## config.mk

```make
export PLATFORM = sky130hd
export DESIGN_NAME = serial_subtractor
export DESIGN_NICKNAME = d
export VERILOG_FILES = /design/src/rtl/serial_subtractor.sv
export SDC_FILE = /design/constraint.sdc
export NUM_CORES = 1
export LEC_CHECK = 0
export BUFFER_PORTS_ARGS = -buffer_cell sky130_fd_sc_hd__buf_2
export CAP_MARGIN = 5
export CORE_MARGIN = 8
export CORE_UTILIZATION = 54
export CTS_CLUSTER_SIZE = 8
export DETAILED_ROUTE_END_ITERATION = 12
export GPL_TIMING_DRIVEN = 0
export PLACE_DENSITY = 0.84
export SLEW_MARGIN = 0
export SYNTH_ARGS = -nofsm -noshare
export SYNTH_HDL_FRONTEND = slang
export SYNTH_SLANG_ARGS = --single-unit
```

## constraint.sdc

```tcl
create_clock -name clk -period 2.1 [get_ports clk]
set_input_delay 0.21 -clock clk [delete_from_list [all_inputs] [get_ports clk]]
set_output_delay 0.21 -clock clk [all_outputs]
set_load 0.03 [all_outputs]
```

## src/rtl/serial_subtractor.sv

```systemverilog
// Bit-serial two's-complement subtractor (diff = a - b), LSB first, one full-subtractor stage.
// Define SERIAL_SUB_OVF_EN to add the registered signed-overflow output `ovf`.
module serial_subtractor #(
   parameter int WIDTH = 8
) (
   input  logic             clk,
   input  logic             rst_n,
   input  logic             start,
   input  logic [WIDTH-1:0] a,
   input  logic [WIDTH-1:0] b,
   output logic             busy,
   output logic             done,
   output logic [WIDTH-1:0] diff,
   output logic             bout
`ifdef SERIAL_SUB_OVF_EN
   ,
   output logic             ovf
`endif
);

   localparam int CNT_W = $clog2(WIDTH);

   typedef enum logic [1:0] {
      S_IDLE  = 2'd0,
      S_SHIFT = 2'd1,
      S_DONE  = 2'd2
   } state_t;

   state_t             r_state;
   logic [WIDTH-1:0]   r_ra;
   logic [WIDTH-1:0]   r_rb;
   logic [WIDTH-2:0]   r_res;
   logic               r_br;
   logic [CNT_W-1:0]   r_cnt;
   logic               r_busy;
   logic               r_done;
   logic [WIDTH-1:0]   r_diff;
   logic               r_bout;
`ifdef SERIAL_SUB_OVF_EN
   logic               r_a_msb;
   logic               r_b_msb;
   logic               r_ovf;
`endif

   logic               w_x;
   logic               w_y;
   logic               w_d;
   logic               w_br_next;
   logic [WIDTH-1:0]   w_res_next;
   logic               w_last;
   logic               w_accept;

   // Single full-subtractor stage on the current LSBs.
   assign w_x        = r_ra[0];
   assign w_y        = r_rb[0];
   assign w_d        = w_x ^ w_y ^ r_br;
   assign w_br_next  = (~w_x & w_y) | (~(w_x ^ w_y) & r_br);
   // The result register holds only the upper WIDTH-1 bits; the bit computed
   // this cycle completes the full word, which is exactly what DONE captures.
   assign w_res_next = {w_d, r_res};
   assign w_last     = (r_cnt == CNT_W'(WIDTH - 1));
   assign w_accept   = start && (r_state != S_SHIFT);

   // NOTE: sequential state uses non-blocking assignments only, and every
   // register, shift registers included, is cleared by the async reset so an
   // aborted operation leaves no stale partial result behind.
   always_ff @(posedge clk or negedge rst_n) begin
      if (!rst_n) begin
         r_state <= S_IDLE;
         r_ra    <= '0;
         r_rb    <= '0;
         r_res   <= '0;
         r_br    <= 1'b0;
         r_cnt   <= '0;
         r_busy  <= 1'b0;
         r_done  <= 1'b0;
         r_diff  <= '0;
         r_bout  <= 1'b0;
`ifdef SERIAL_SUB_OVF_EN
         r_a_msb <= 1'b0;
         r_b_msb <= 1'b0;
         r_ovf   <= 1'b0;
`endif
      end else begin
         case (r_state)
            S_SHIFT: begin
               r_ra  <= {1'b0, r_ra[WIDTH-1:1]};
               r_rb  <= {1'b0, r_rb[WIDTH-1:1]};
               r_res <= w_res_next[WIDTH-1:1];
               r_br  <= w_br_next;
               if (w_last) begin
                  r_state <= S_DONE;
                  r_busy  <= 1'b0;
                  r_done  <= 1'b1;
                  r_diff  <= w_res_next;
                  r_bout  <= w_br_next;
`ifdef SERIAL_SUB_OVF_EN
                  r_ovf   <= (r_a_msb ^ r_b_msb) & (r_a_msb ^ w_d);
`endif
               end else begin
                  r_cnt <= r_cnt + CNT_W'(1);
               end
            end
            default: begin
               // IDLE and DONE both accept a new operation; DONE drops its pulse here.
               r_done <= 1'b0;
               if (w_accept) begin
                  r_state <= S_SHIFT;
                  r_busy  <= 1'b1;
                  r_ra    <= a;
                  r_rb    <= b;
                  r_res   <= '0;
                  r_br    <= 1'b0;
                  r_cnt   <= '0;
`ifdef SERIAL_SUB_OVF_EN
                  r_a_msb <= a[WIDTH-1];
                  r_b_msb <= b[WIDTH-1];
`endif
               end else begin
                  r_state <= S_IDLE;
               end
            end
         endcase
      end
   end

   assign busy = r_busy;
   assign done = r_done;
   assign diff = r_diff;
   assign bout = r_bout;
`ifdef SERIAL_SUB_OVF_EN
   assign ovf  = r_ovf;
`endif

endmodule

```

After elaboration in Yosys (flattened, before gate mapping)
Index checks and enable logic that the tools add are counted.
- bits in registers: 40
- input bits: 19
- output and inout bits: 11
- add/subtract/negate cells: 1
- equal/unequal tests: 5
- mux-type cells: 19
- bitwise gates (word level): 7
- reduce and logical (&&, ||, !) cells: 5
- operators by type and width (cell ; number):
    8-bit two-way mux ; 4
    7-bit two-way mux ; 2
    3-bit two-way mux ; 3
    1-bit two-way mux ; 8
    2-bit AND reduction ; 3
    2-bit two-way mux ; 2
    2-bit != test, second input constant ; 2
    3-bit by 1-bit adder with 3-bit output, second input constant ; 1
    3-bit == test, second input constant ; 1
    1-bit AND ; 2
    2-bit by 1-bit == test with 1-bit output, second input constant ; 1
    2-bit by 1-bit != test with 1-bit output, second input constant ; 1
    1-bit inverter ; 2
    2-bit nonzero test ; 1
    1-bit XOR ; 2
    1-bit logical AND ; 1
    1-bit OR ; 1

Longest topological paths before layout
Gate-level depths: netlist of run 1.
- depth after elaboration: 5
- mapped depth: 6

Least setup slack after synthesis of run 1
OpenSTA, ideal clock, no wires.
- path type: register -> register
- from: reg r_cnt[0]
- to: reg r_diff[1], in the netlist diff[1]
- setup time: 125 ps
- data arrival time: 1381 ps
- required time: 1975 ps
- setup slack: 594 ps
- stages on the path, launching flop included: 6
- clock period less this slack: 1506 ps
- path through: dfrtp_1 > ha_1 > ha_1 > nand3b_2 > buf_6 > mux2_4
- word-level cells in the longest chain between the ends: 2
- RTL lines (item ; line ; source):
    from (decl) ; 34 ; logic [CNT_W-1:0] r_cnt;
    from (signal assigned) ; 101 ; r_cnt <= r_cnt + CNT_W'(1);
    3-bit == test ; 61 ; assign w_last = (r_cnt == CNT_W'(WIDTH - 1));
    2-bit AND reduction (no source line) ; - ;
    to (signal assigned) ; 95 ; r_diff <= w_res_next;
    to (decl) ; 37 ; logic [WIDTH-1:0] r_diff;
No other way between the ends.
A chain may end at the register's enable or synchronous reset.

Final worst setup path of run 1
- from: reg r_cnt[1]
- to: reg r_diff[1], in the netlist diff[1]
The elaborated chain is that of the path after synthesis.

==> results of run 1 <==
-- path summary, 6_finish.rpt --
check | end | slack, ns | from | depth (start not counted)
max | diff[1] | 0.47 | r_cnt[1] | 5
min | r_rb[7] | 0.11 | b[7] | 3
min reg2reg | r_ra[6] | 0.49 | r_ra[7] | 2
min in group asynchronous | r_res[0] | 0.47 | rst_n | 2
max reg2reg | diff[1] | 0.47 | r_cnt[1] | 5
max in group asynchronous | r_cnt[2] | 1.09 | rst_n | 2
-- flip-flops by register name, summed over array words and instances (netlist names) --
signal	flops
r_res	7
r_cnt	3
r_rb	8
bout	1
done	1
r_br	1
busy	1
r_state	1
r_ra	8
diff	8
-- power groups by stage --
stage / Sequential, µW / Combinational (µW) / Clock (µW)
2_1_floorplan: 1400 / 756 / 0
3_3_place_gp: 1240 / 1200 / 0
3_5_place_dp: 1270 / 1270 / 0
4_1_cts: 1250 / 1270 / 389
5_1_grt: 1290 / 1410 / 420
6_report: 1250 / 1260 / 384
-- per-layer routing --
layer / GRT usage [%] / vias to the layer above
met5: 0 / -
met4: 6.22 / 0
met3: 5.91 / 8
met2: 23.7 / 30
met1: 16.4 / 587
li1: - / 575
-- area by class of cell --
type / instances / area (µm²) / share of cell area, %
plain buffers: 9 / 60.1 / 3.00
flip-flops and latches: 39 / 976 / 48.8
inverters: 3 / 11.3 / 0.563
clock buffers: 6 / 41.3 / 2.06
multi-input cells: 98 / 696 / 34.7
repair buffers: 29 / 150 / 7.50
clock inverters: 2 / 12.5 / 0.625
well taps: 44 / 55.1 / 2.75
-- what timing repair did --
| item | in CTS | in global routing |
|---|---|---|
| hold endpoints to repair | 39 | 0 |
| setup buffers | 0 | 0 |
| hold buffers | 1 | 0 |
-- worst register-to-register path: cells and delay by family (launching register included) --
family        cells  cell delay [ns]
simple gates      1             0.13
fa+ha+maj         2             0.48
flops             1             0.44
buf+inv           1             0.17
mux               1             0.31
-- synth_stat cells --
cell	n	area, µm²
a21o_1	1	7.51
and2_1	1	6.26
and2b_4	1	10.0
buf_2	6	30.0
buf_4	1	7.51
buf_6	2	22.5
dfrtp_1	39	976
fa_1	1	20.0
ha_1	3	37.5
inv_1	3	11.3
mux2_2	1	11.3
mux2_4	7	105
mux2i_1	18	180
nand2_1	29	109
nand2b_1	1	6.26
nand3b_1	7	52.6
nand3b_2	1	11.3
nor2_1	4	15.0
nor3_1	1	5.00
o21ai_0	17	85.1
o21ai_1	2	10.0
o2bb2ai_1	2	17.5
or3_1	1	6.26
-- per-stage QoR --
step           hold WS (ns)  power, µW  util [%]  worst slack [ns]
4_1_cts               0.100       2910      65.6             0.465
3_3_place_gp          0.348       2440      63.5             0.519
5_1_grt               0.114       3130      65.6             0.411
3_5_place_dp          0.360       2530      63.5             0.476
2_1_floorplan       -0.0856       2150         -             0.594
6_report              0.105       2890      65.6             0.468
-- cell families (layout without fill, tap and decap cells) --
group / count (synthesis) / in the layout / share of synthesized area, %
buffers and inverters: 12 / 49 / 4.09
multiplexers: 26 / 26 / 17.0
AO/OA/AOI/OAI: 22 / 22 / 6.89
AND/OR/NAND/NOR: 46 / 46 / 12.7
flip-flops: 39 / 39 / 56.0
adder cells (fa/ha/maj): 4 / 4 / 3.30
==> flow_summary.ini, run 1 <==
[clocking]
numCtsBuffers = 5
clockBufferDepth = 2
cts_resized = 0
cts_max_level = 2
cts_tree = done
clk_latency_ns = 0.36
cts-root-buf = clkbuf_4
clk_pin_slew_ns = 0.12
cts_num_sinks = 39

[power_and_ir_drop]
cellPowerDensity_nw_per_um2 = 1440
vdd_drop_max_mv = 0.678
seqPwrFrac_pct = 43.2
p_int_uw = 1690
power_switching_uw = 1200
p_leak_uw = 0.00105
pwr-share-comb_pct = 43.5
swShare_pct = 41.4
p_clk_share_pct = 13.3

[timing]
fin_tns_setup_ns = 0
timing.final.max_slew_violations = 0
maxSlewHeadroom_pct = 44.7
skew_ns = 0.0164
fmax_mhz = 613
rsz0062_at_grt = no
hold_viol = 0
period_share_pct = 77.7
finalSetupViolations = 0
worstMarginPinSlew_ns = 0.830
min_period_ns = 1.63

[yosys]
yosysSeqAreaShare_pct = 56.0
syn-instance-count = 149
ys_ff_latch = 39
ys_warn_count = 0
synthesis.area_per_instance_um2 = 11.7
netlist-cell-type-count = 23
netlist_area_um2 = 1740
synth_fp_nets = 172

[route]
first_iter_violations = 47
vias = 1200
vias_per_cell = 5.22
top_layer = met4
finalWirelength_mm = 3.48
ant_nets = 0
first_pass_iters = 5
dr_wl_met2_mm = 1.70
drc = 0
met3_length_um = 243
wl_per_cell_um = 15.1
wl_met1_mm = 1.49

[placed_design]
gp_congestion = 0.821
port_buffers = 28
dp_hpwl_mm = 2.49
placed_cells = 221
dpl-instance-area_um2 = 1940

[worst_setup_path]
path_cells = ha_1 -> ha_1 -> nand3b_2 -> buf_6 -> mux2_4
critPathMaxFanout = 10
crit_type = flop to flop
start_kind = flop
end_kind = flop
critPathMostFrequentCell = ha_1
cp_top_family = adder cells
worst-path-buf-inv = 1
cp_slowest_cell = dfrtp_1
crit_arrival_ns = 1.89
required_ns = 2.36
cpPeakStageDelay_ns = 0.44

[floorplanning]
die_w_um = 72.8
rows = 20
die_h_um = 72.8
io_pins = 30
initial_core_util_pct = 57.1
fp.coreArea_um2 = 3050
die_area_um2 = 5300

[grt]
grt_first_pass_wirelength_mm = 5.98
grt_pass1_vias = 1298
antenna_found_initial = 0
grtUsageTotal_pct = 14.6
grt_start_max_net_pins = 40
grt_overflow = 0

[finish]
drive_gt1_share_pct = 29.0
num_antenna_cells = 0
nNetsFinal = 208
nFillCells = 268
final_cell_mix = dfrtp_1 (39), buf_2 (34), nand2_1 (29), mux2i_1 (18), o21ai_0 (17)
final_common_cell = dfrtp_1
finalNonFillerCells = 230
stdcell_area_um2 = 2000
area_delta_synth_final_pct = 14.9

[status]
outcome = completed

[worst_hold_path]
worstHoldPathType = primary input to flop

[run]
maxCapViolations = 0
(Power assumes the default switching activity.)
==> inputs of run 2 (changes only) <==
--- a/config.mk
+++ b/config.mk
@@ -5,6 +5,7 @@
 export SDC_FILE = /design/constraint.sdc
 export NUM_CORES = 1
 export LEC_CHECK = 0
+export ABC_AREA = 1
 export BUFFER_PORTS_ARGS = -buffer_cell sky130_fd_sc_hd__buf_2
 export CAP_MARGIN = 5
 export CORE_MARGIN = 8
==> constraint.sdc (replaced) <==
create_clock -name clk -period 1.53 [get_ports clk]
set_input_delay 0.153 -clock clk [delete_from_list [all_inputs] [get_ports clk]]
set_output_delay 0.153 -clock clk [all_outputs]
set_load 0.03 [all_outputs]
==> run 2 against run 1 <==
Compared with the run above: sequential share of layout area is 0.061 points higher; via count is 16% higher; worst hold slack worse by 0.083 ns; critical path type unchanged.
==> flow_summary.ini, run 2 <==
[worst_setup_path]
path_cells = ha_1 -> ha_1 -> inv_1 -> nand3_2 -> nand3_1 -> nand2_1
crit_arrival_ns = 1.62
start_kind = flop
worstReg2RegEnd = r_cnt[1]
critPathMaxFanout = 4
worst-path-buf-inv = 1
crit_type = flop to flop
cpPeakStageDelay_ns = 0.42
required_ns = 1.76
r2r_slack_ns = 0.14
path_depth = 6
regToRegStartpoint = r_cnt[0]
cp-endpoint = r_cnt[1]
crit_path_start = r_cnt[0]
end_kind = flop
cp_top_family = adder cells
cp_slowest_cell = dfrtp_1
critPathMostFrequentCell = ha_1
rr_worst_depth = 6

[yosys]
ys.flop_type = dfrtp_1
synth_most_common_cell = nand2_1
synth_top_area_share_pct = 56.6
netlist_top_cells_count = nand2_1 (78), nand3_1 (46), dfrtp_1 (39)
syn-instance-count = 195
synth_area_leaders = dfrtp_1 (57%), nand2_1 (17%), nand3_1 (13%), ha_1 (2.2%), buf_6 (2.0%)
synthesis.area_per_instance_um2 = 8.84
netlist_area_um2 = 1720
netlist-cell-type-count = 17
yosysTopAreaCell = dfrtp_1
ys_ff_latch = 39
yosysSeqAreaShare_pct = 56.6
ys_warn_count = 0
synth_fp_nets = 218
synth-edff-count = 0
synthArstFlopShare_pct = 100

[route]
first_iter_violations = 93
vias = 1390
vias_per_cell = 5.04
ant_nets = 0
wl_per_cell_um = 12.3
finalWirelength_mm = 3.38
drc = 0
first_pass_iters = 4

[floorplanning]
rows = 20
die_h_um = 72.5
initial_core_util_pct = 56.4
die_w_um = 72.5
die_area_um2 = 5250
io_pins = 30
fp.coreArea_um2 = 3050

[finish]
num_antenna_cells = 0
drive_gt1_share_pct = 22.8
final_common_cell = nand2_1
area_delta_synth_final_pct = 16.0
nNetsFinal = 255
final_cell_mix = nand2_1 (78), nand3_1 (45), dfrtp_1 (39), buf_2 (30), inv_1 (6)
nFillCells = 282

[placed_design]
port_buffers = 28
gp_congestion = 0.808
dp_hpwl_mm = 2.40

[clocking]
clk_pin_slew_ns = 0.10
numCtsBuffers = 5
cts_num_sinks = 39
postCtsSetupBuffers = 0
clk_latency_ns = 0.34
clockBufferDepth = 2
cts-root-buf = clkbuf_4
cts_max_level = 2
cts_tree = done

[power_and_ir_drop]
cellPowerDensity_nw_per_um2 = 1900
p_leak_uw = 0.00110
vdd_drop_max_mv = 0.934

[status]
outcome = completed

[grt]
grtUsageTotal_pct = 14.4
antenna_found_initial = 0
grt_overflow = 0
grt_start_max_net_pins = 40
grt_pass1_vias = 1294
grt_first_pass_wirelength_mm = 5.89

[timing]
rsz0062_at_grt = no
hold_viol = 0
period_share_pct = 91.0
timing.final.max_slew_violations = 0
hold_slack_ns = 0.0229
finalSetupViolations = 0
skew_ns = 0.0127
min_period_ns = 1.39
worstMarginPinSlew_ns = 0.831
fmax_mhz = 718
fin_tns_setup_ns = 0
maxSlewHeadroom_pct = 44.6

[run]
maxCapViolations = 0

[worst_hold_path]
worstHoldPathType = primary input to flop
==> run 2: cell count changes in the layout (fill, tap and decap cells not counted), sizes merged, moves of 2 or more <==
cell,before,now
nand3,0,46
mux2i,18,0
mux2,8,0
nand3b,8,0
o2bb2ai,2,0
nand2,29,80
buf,37,35
inv,3,11
o21ai,19,2
==> run 2: logic make-up (layout without fill, tap and decap cells) <==
family | Yosys count | after routing | synth area share (%)
and+or+nand+nor | 131 | 131 | 33.3
DFF | 39 | 39 | 56.6
buffers and inverters | 19 | 56 | 6.10
adders and majority gates | 4 | 4 | 3.34
AOI/OAI and AO/OA | 2 | 2 | 0.580
==> run 2: worst min-delay path by stage <==
stage / cells after the start / to / start / slack [ns]
after detailed placement: 1 / r_cnt[2] / rst_n / 0.30
after global routing: 3 / r_ra[7] / a[7] / 0.02
final: 3 / r_ra[7] / a[7] / 0.02
after floorplan: 0 / bout / rst_n / -0.14
after global placement: 1 / r_cnt[2] / rst_n / 0.30
after CTS: 3 / r_ra[7] / a[7] / 0.008
==> run 2: routing by layer <==
layer	vias up	track usage (%)	share of wire [%]
met2	30	21.4	47
met3	8	3.72	5.0
met1	657	18.5	46
met4	0	8.22	2.4
li1	695	-	-
met5	-	0	0
==> run 2: what timing repair did <==
item,CTS,global route
gates resized for setup,0,1
endpoints found under the hold margin,40,0
endpoints found under the setup margin,0,2
hold buffers,2,0
==> run 2: final cells by class <==
type	instances	area [µm²]	area share, %
Sequential cell	39	976	48.8
Clock inverter	1	5.00	0.250
Tap cell	44	55.1	2.75
Multi-Input combinational cell	137	647	32.4
Timing Repair Buffer	30	160	8.01
Clock buffer	6	51.3	2.57
Inverter	11	41.3	2.07
Buffer	8	63.8	3.19
==> run 2: tightest hold or removal path, delay by kind of cell <==
family	cells	cell delay [ns]
simple gates	2	0.10
buf+inv	1	0.08
==> run 2: power by group <==
part | leakage, µW | switching, µW | internal (µW)
sequential | 0.000498 | 234 | 1430
combinational | 0.000567 | 1030 | 585
clock | 0.0000341 | 315 | 213
==> run 2: per-stage QoR <==
stage | cells | cell area, µm² | setup slack (ns) | total power [µW] | utilization (%)
after detailed placement | 267 | 1920 | 0.118 | 3300 | 62.8
final | 276 | 2000 | 0.138 | 3810 | 65.5
after CTS | 276 | 1990 | 0.0954 | 3830 | 65.3
after global routing | 276 | 2000 | 0.0335 | 4140 | 65.5
after global placement | 267 | 1920 | 0.148 | 3250 | 62.8
after floorplan | 195 | 1720 | 0.246 | 2880 | -
